## src/rtl/if_id_stage_if.sv

```systemverilog
// -----------------------------------------------------------------------------
// if_id_pkg / if_id_stage_if
//
// Shared types and the bundled fetch/decode signals for if_id_stage.
//
// Package if_id_pkg:
//   word_t   - 32-bit datapath word
//   stage_t  - one fetched instruction record {instr, pc, pc4, valid}
//
// Interface if_id_stage_if (all signals owned by the interface):
//   Fetch side  : ihit, imemload, imemaddr, pc_plus_4
//   Control     : stall, freeze, flush
//   Stage output: pc_en, instr_id, pc_id, pc_plus_4_id, valid_id, skid_full
//
// Modports:
//   slave  - the if_id_stage itself (consumes fetch/control, drives outputs)
//   master - the surrounding pipeline (drives fetch/control, reads outputs)
// -----------------------------------------------------------------------------
package if_id_pkg;

  typedef logic [31:0] word_t;

  // One fetched instruction as it travels from fetch into decode.
  // The all-zero value is the bubble (MIPS sll $0,$0,0 with valid = 0).
  typedef struct packed {
    word_t instr;
    word_t pc;
    word_t pc4;
    logic  valid;
  } stage_t;

endpackage

interface if_id_stage_if;
  import if_id_pkg::*;

  // Fetch side
  logic  ihit;
  word_t imemload;
  word_t imemaddr;
  word_t pc_plus_4;

  // Pipeline control
  logic  stall;
  logic  freeze;
  logic  flush;

  // Stage outputs
  logic  pc_en;
  word_t instr_id;
  word_t pc_id;
  word_t pc_plus_4_id;
  logic  valid_id;
  logic  skid_full;

  modport slave (
    input  ihit, imemload, imemaddr, pc_plus_4,
    input  stall, freeze, flush,
    output pc_en, instr_id, pc_id, pc_plus_4_id, valid_id, skid_full
  );

  modport master (
    output ihit, imemload, imemaddr, pc_plus_4,
    output stall, freeze, flush,
    input  pc_en, instr_id, pc_id, pc_plus_4_id, valid_id, skid_full
  );

endinterface

```

## src/rtl/if_id_stage.sv

```systemverilog
// -----------------------------------------------------------------------------
// if_id_stage
//
// Fetch/decode boundary register. Captures the word returned by instruction
// memory together with its fetch address and PC+4 and presents them to decode
// one cycle later. Also generates the combinational PC advance enable so the
// PC moves only when a fetched word has really been accepted somewhere.
//
// Ports:
//   CLK   - system clock, rising edge
//   RST   - asynchronous, active-high reset (clears decode register and skid,
//           forces pc_en low while asserted)
//   bus   - if_id_stage_if.slave: fetch inputs, stall/freeze/flush controls,
//           pc_en, decode outputs and skid_full
//
// Priority each cycle: freeze > flush > stall > advance.
//
// Build option:
//   IFID_SKID_EN - when defined, a one-entry skid buffer catches the word
//                  fetched during the first cycle of a stall so it does not
//                  have to be refetched. When undefined, a word returned
//                  during a stall is dropped, the PC holds, and skid_full = 0.
// -----------------------------------------------------------------------------
module if_id_stage
  import if_id_pkg::*;
(
  input  logic          CLK,
  input  logic          RST,
  if_id_stage_if.slave  bus
);

  localparam stage_t BUBBLE = '0;

  // Decode register
  stage_t dec_q, dec_d;
  logic   pc_en_c;

  // The word on the fetch side this cycle, packaged as a valid record.
  stage_t fetch;
  always_comb begin
    fetch.instr = bus.imemload;
    fetch.pc    = bus.imemaddr;
    fetch.pc4   = bus.pc_plus_4;
    fetch.valid = 1'b1;
  end

`ifdef IFID_SKID_EN
  // -------------------------------------------------------------------------
  // Skid buffer compiled in
  // -------------------------------------------------------------------------
  stage_t skid_q, skid_d;
  logic   skid_full_q, skid_full_d;

  always_comb begin
    // NOTE: every signal assigned in this block gets a default first, so no
    // path through the if/else chain can leave one unassigned and infer a latch.
    dec_d       = dec_q;
    skid_d      = skid_q;
    skid_full_d = skid_full_q;
    pc_en_c     = 1'b0;

    if (bus.freeze) begin
      // Whole pipeline holds, skid included; a pending flush waits for us.
    end else if (bus.flush) begin
      dec_d       = BUBBLE;
      skid_d      = BUBBLE;
      skid_full_d = 1'b0;
      pc_en_c     = 1'b1;
    end else if (bus.stall) begin
      // Decode holds. The first word fetched during the stall parks in the
      // skid so the PC can move on; later ones are ignored and refetched.
      if (bus.ihit && !skid_full_q) begin
        skid_d      = fetch;
        skid_full_d = 1'b1;
        pc_en_c     = 1'b1;
      end
    end else begin
      if (skid_full_q) begin
        // Oldest instruction is in the skid; drain it first and let any new
        // fetch take its place so program order is preserved.
        dec_d = skid_q;
        if (bus.ihit) begin
          skid_d  = fetch;
          pc_en_c = 1'b1;
        end else begin
          skid_d      = BUBBLE;
          skid_full_d = 1'b0;
        end
      end else if (bus.ihit) begin
        dec_d   = fetch;
        pc_en_c = 1'b1;
      end else begin
        dec_d = BUBBLE;
      end
    end
  end

  // NOTE: sequential state uses non-blocking assignments so every register
  // samples the pre-edge value of the others, independent of statement order.
  always_ff @(posedge CLK or posedge RST) begin
    if (RST) begin
      dec_q       <= BUBBLE;
      skid_q      <= BUBBLE;
      skid_full_q <= 1'b0;
    end else begin
      dec_q       <= dec_d;
      skid_q      <= skid_d;
      skid_full_q <= skid_full_d;
    end
  end

  assign bus.skid_full = skid_full_q;

`else
  // -------------------------------------------------------------------------
  // Skid buffer compiled out
  // -------------------------------------------------------------------------
  always_comb begin
    // NOTE: every signal assigned in this block gets a default first, so no
    // path through the if/else chain can leave one unassigned and infer a latch.
    dec_d   = dec_q;
    pc_en_c = 1'b0;

    if (bus.freeze) begin
      // Whole pipeline holds; a pending flush waits for freeze to drop.
    end else if (bus.flush) begin
      dec_d   = BUBBLE;
      pc_en_c = 1'b1;
    end else if (bus.stall) begin
      // Decode holds; a word returned now is dropped and the PC stays put,
      // so the same address is fetched again after the stall.
    end else if (bus.ihit) begin
      dec_d   = fetch;
      pc_en_c = 1'b1;
    end else begin
      dec_d = BUBBLE;
    end
  end

  // NOTE: sequential state uses non-blocking assignments so every register
  // samples the pre-edge value of the others, independent of statement order.
  always_ff @(posedge CLK or posedge RST) begin
    if (RST) begin
      dec_q <= BUBBLE;
    end else begin
      dec_q <= dec_d;
    end
  end

  assign bus.skid_full = 1'b0;

`endif

  // The PC stage must not advance while reset is held, even if ihit is high.
  assign bus.pc_en        = pc_en_c & ~RST;
  assign bus.instr_id     = dec_q.instr;
  assign bus.pc_id        = dec_q.pc;
  assign bus.pc_plus_4_id = dec_q.pc4;
  assign bus.valid_id     = dec_q.valid;

endmodule

```

## src/flat_wrapper.sv

```systemverilog
// flat-port wrapper written by rule: the top's interface ports become plain ports
module if_id_stage_flat import if_id_pkg::*;
  (CLK, RST, bus_ihit, bus_imemload, bus_imemaddr, bus_pc_plus_4, bus_stall, bus_freeze, bus_flush, bus_pc_en, bus_instr_id, bus_pc_id, bus_pc_plus_4_id, bus_valid_id, bus_skid_full);
  if_id_stage_if bus_i ();
  input  logic CLK;
  input  logic RST;
  input wire logic [$bits(bus_i.ihit)-1:0] bus_ihit;
  input wire logic [$bits(bus_i.imemload)-1:0] bus_imemload;
  input wire logic [$bits(bus_i.imemaddr)-1:0] bus_imemaddr;
  input wire logic [$bits(bus_i.pc_plus_4)-1:0] bus_pc_plus_4;
  input wire logic [$bits(bus_i.stall)-1:0] bus_stall;
  input wire logic [$bits(bus_i.freeze)-1:0] bus_freeze;
  input wire logic [$bits(bus_i.flush)-1:0] bus_flush;
  output wire logic [$bits(bus_i.pc_en)-1:0] bus_pc_en;
  output wire logic [$bits(bus_i.instr_id)-1:0] bus_instr_id;
  output wire logic [$bits(bus_i.pc_id)-1:0] bus_pc_id;
  output wire logic [$bits(bus_i.pc_plus_4_id)-1:0] bus_pc_plus_4_id;
  output wire logic [$bits(bus_i.valid_id)-1:0] bus_valid_id;
  output wire logic [$bits(bus_i.skid_full)-1:0] bus_skid_full;
  assign bus_i.ihit = bus_ihit;
  assign bus_i.imemload = bus_imemload;
  assign bus_i.imemaddr = bus_imemaddr;
  assign bus_i.pc_plus_4 = bus_pc_plus_4;
  assign bus_i.stall = bus_stall;
  assign bus_i.freeze = bus_freeze;
  assign bus_i.flush = bus_flush;
  assign bus_pc_en = bus_i.pc_en;
  assign bus_instr_id = bus_i.instr_id;
  assign bus_pc_id = bus_i.pc_id;
  assign bus_pc_plus_4_id = bus_i.pc_plus_4_id;
  assign bus_valid_id = bus_i.valid_id;
  assign bus_skid_full = bus_i.skid_full;
  if_id_stage u_core (.CLK(CLK), .RST(RST), .bus(bus_i));
endmodule
```

## config.mk

```make
export PLATFORM = sky130hd
export DESIGN_NAME = if_id_stage_flat
export DESIGN_NICKNAME = d
export VERILOG_FILES = /design/src/rtl/if_id_stage_if.sv /design/src/rtl/if_id_stage.sv /design/src/flat_wrapper.sv
export SDC_FILE = /design/constraint.sdc
export NUM_CORES = 1
export LEC_CHECK = 0
export CAP_MARGIN = 20
export CORE_MARGIN = 4
export CORE_UTILIZATION = 38
export CTS_BUF_LIST = sky130_fd_sc_hd__clkbuf_16
export CTS_CLUSTER_SIZE = 30
export DETAILED_ROUTE_END_ITERATION = 8
export PLACE_DENSITY = 0.9
export SETUP_SLACK_MARGIN = 0.1
export SLEW_MARGIN = 0
export SYNTH_ARGS = -nofsm -noshare
export SYNTH_HDL_FRONTEND = slang
export SYNTH_SLANG_ARGS = --single-unit
```

## constraint.sdc

```tcl
create_clock -name CLK -period 3.2 [get_ports CLK]
set_clock_uncertainty 0.1 [all_clocks]
set_input_delay 0.32 -clock CLK [delete_from_list [all_inputs] [get_ports CLK]]
set_output_delay 0.32 -clock CLK [all_outputs]
set_load 0.05 [all_outputs]
```

Word level (Yosys, flattened, before mapping)
Index checks and enable logic that the tools add are counted.
Widths: inputs -> output; s select.
- register bits: 97
- eq/ne operators: 1
- multiplexer cells: 7
- bitwise operators: 3
- reduce and logical (&&, ||, !) cells: 1
- operators by type and width (cell ; number):
    $mux 97 ; 3
    $mux 1 ; 4
    $ne 2x1->1 const B ; 1
    $not 1->1 ; 2
    $reduce_and 2->1 ; 1
    $and 1x1->1 ; 1

Depth between registers and ports, before layout
- depth in word-level cells: 5
- gate-level depth with buffers: 6

Worst setup path after synthesis
OpenSTA, ideal clock, no wires.
- path kind: input-to-output
- from: in bus_stall
- to: out bus_pc_en
- data arrival time: 1.453 ns
- setup slack: 1.327 ns
- cell stages on the path: 3
- cells stage by stage: inv_1 a21oi_1 nor3_1
- cells in the longest elaborated chain, start to end: 4
- ends and longest elaborated chain (element ; line ; source):
    start: declaration ; flat_wrapper.sv:11 ; input wire logic [$bits(bus_i.stall)-1:0] bus_stall;
    $mux 1 ; if_id_stage.sv:129 ; end else if (bus.stall) begin
    $mux 1 ; if_id_stage.sv:126 ; end else if (bus.flush) begin
    $mux 1 ; if_id_stage.sv:124 ; if (bus.freeze) begin
    $and 1x1->1 ; if_id_stage.sv:155 ; assign bus.pc_en = pc_en_c & ~RST;
    end: declaration ; flat_wrapper.sv:14 ; output wire logic [$bits(bus_i.pc_en)-1:0] bus_pc_en;
Every way passes these cells.

Final worst setup path
Same ends and word-level chain as after synthesis.

==> flow_summary.yaml <==
cells_and_area:
  diodes: 0
  final_common_cell: "clkdlybuf4s50_1"
  finish.net_count: 521
  stdcell_area_um2: 5820
  seq_area_um2: 2430
  layout_common_cells: "clkdlybuf4s50_1 (199), dfrtp_1 (97), a22o_1 (95), clkbuf_16 (9)"
  multi_input_area_um2: 912
  fillers: 653
  drive_gt1_frac: 0.0449
  area_growth_pct: 66.3
die:
  dieArea_um2: 10800
  die_w_um: 104
  num_io_pins: 201
  start_util: 0.396
  core_um2: 8850
  rows: 34
  die_y_um: 104
drt:
  met2_length_um: 4580
  wl_met3_um: 734
  drtIter0Drc: 146
  route.top_layer_used: "met4"
  wl_per_cell_um: 18.4
  drtPass1Iterations: 4
  met1Wirelength_um: 4220
  drt_wl_total_um: 9770
  ant_nets: 0
  vias: 2735
  drc: 0
  viasPerCell: 5.15
critical_path:
  ff2ff_path_depth: 1
  cp_max_fo: 4
  crit-reg2reg-launch: "u_core.bus.instr_id[19]$_DFFE_PP0P_"
  cp_top_family: "buffers and inverters"
  cp.depth: 5
  critPathCaptureType: "primary output"
  cp_slowest_cell: "clkdlybuf4s50_1"
  reg2reg_slack_ns: 2.37
  cp_slowest_stage_delay_ns: 0.83
  crit_end: "bus_pc_en"
  worstPathArrival_ns: 1.95
  path_cells: "clkdlybuf4s50_1 > inv_1 > a21oi_1 > nor3_1 > clkdlybuf4s50_1"
  critical_path_buf_inv_count: 3
  r2r_end: "u_core.bus.instr_id[19]$_DFFE_PP0P_"
  worstSetupStartpointType: "primary input"
  critPathLaunch: "bus_stall"
  cpMostUsedCell: "clkdlybuf4s50_1"
  cp.required_ns: 2.78
  crit_type: "in -> out"
synthesis:
  synth_area_per_cell_um2: 15.4
  synth.distinct_cells: 17
  synth_area_leaders: "dfrtp_1 (69%), a22o_1 (24%), buf_6 (1.9%), buf_4 (1.1%), buf_2 (0.86%)"
  syn-instance-count: 228
  ys_warn_count: 0
  syn-num-nets: 330
  yosys.area.top_type_share: 0.693
  seq_area_frac_synth: 0.693
  synth_area_um2: 3500
  ys_ff_latch: 97
  yosysTopAreaCell: "dfrtp_1"
sta:
  clock.fmax_mhz: 422
  fin_crit_ns: 2.37
  hold_viol_final: 0
  worst_pin_slew_ns: 0.603
  final_max_slew_viol_count: 0
  setup_viol: 0
  setup_tns_ns: 0
  slew_headroom: 0.598
  period_share: 0.741
  rsz0062_at_grt: "no"
clock_network:
  clk_latency_ns: 0.32
  clockBufferDepth: 2
  htree_levels: 3
  hold_buffers: 0
  cts_buffers: 9
  tritoncts: "done"
  root_buffer: "clkbuf_16"
  cts_resized: 0
  cts_setup_buffers: 0
  clkTransAtPathRegs_ns: 0.07
  cts_sinks: 97
place:
  dp_hpwl_um: 6860
  dpl_cell_area_um2: 5540
  routabilityCongestion: 0.760
  io_buffers: 199
power_and_ir_drop:
  vdd_drop_max_mv: 0.315
  p_leak_nw: 2.59
  power_density_nw_per_um2: 509
hold_path:
  min_path_type: "in -> async"
global_routing:
  grt_usage: 0.185
  grt_pass1_wl_um: 16200
  grt_max_degree: 97
  antenna_found_initial: 0
  grt_overflow: 0
  grt_pass1_vias: 3034
flow_run:
  cap_violations: 0
run_status:
  status: "finished clean"
metrics by stage:
step	power (W)	utilization	instances	setup WS, ns	hold WS (ns)
global placement	0.00195	0.626	516	0.861	0.383
detailed placement	0.00197	0.626	516	0.849	0.380
finish	0.00296	0.658	531	0.830	0.340
global route	0.00307	0.658	531	0.755	0.402
CTS	0.00300	0.658	531	0.851	0.361
floorplan	0.00168	-	228	0.246	0.327
power by group:
group	total (W)	switching (W)	internal [W]
registers	0.00132	0.0000367	0.00129
logic	0.000616	0.000352	0.000264
clock network	0.00102	0.000425	0.000597
layer usage:
layer,up-vias,GRT usage
met5,-,0
met4,0,0.0674
met3,20,0.0490
met2,138,0.291
met1,1323,0.246
li1,1254,-
Yosys cell counts:
cell type,number
a21oi_1,1
a22o_1,95
buf_2,6
buf_4,5
buf_6,6
clkbuf_1,5
conb_1,1
dfrtp_1,97
inv_1,2
nand2b_1,1
nand3_1,1
nor2_1,1
nor2b_1,1
nor3_1,1
nor4b_4,1
o21ai_0,3
or2_1,1
how the worst min path moves through the flow:
| stage | start | end | slack [ns] | cells past startpoint |
|---|---|---|---|---|
| 2_1_floorplan | bus_flush | u_core.bus.instr_id[31]$_DFFE_PP0P_ | 0.33 | 1 |
| 3_3_place_gp | u_core.bus.pc_id[10]$_DFFE_PP0P_ | u_core.bus.pc_id[10]$_DFFE_PP0P_ | 0.38 | 1 |
| 3_5_place_dp | u_core.bus.instr_id[3]$_DFFE_PP0P_ | u_core.bus.instr_id[3]$_DFFE_PP0P_ | 0.38 | 1 |
| 4_1_cts | RST | u_core.bus.instr_id[31]$_DFFE_PP0P_ | 0.36 | 2 |
| 5_1_grt | RST | u_core.bus.instr_id[31]$_DFFE_PP0P_ | 0.40 | 2 |
| 6_report | RST | u_core.bus.instr_id[31]$_DFFE_PP0P_ | 0.34 | 2 |
sequential cells by signal, summed over array words and instances (netlist names):
register and count:
u_core.bus.instr_id 32, u_core.bus.pc_id 32, u_core.bus.pc_plus_4_id 32, u_core.bus.valid_id 1
logic make-up (layout without fill, tap and decap cells):
group,after synthesis,count (layout),share of synthesized area
other cells,1,1,0.00107
compound gates,99,99,0.243
buf+inv,24,219,0.0461
simple gates,7,7,0.0161
flops,97,97,0.693
final cells by class:
type,count,share of cell area
sequential,97,0.417
timing repair buffer,202,0.352
multi-input combinational,107,0.157
clock buffer,9,0.0387
tap,108,0.0232
clock inverter,6,0.0105
inverter,2,0.00172
No activity file was read; power rests on OpenSTA's default activity.
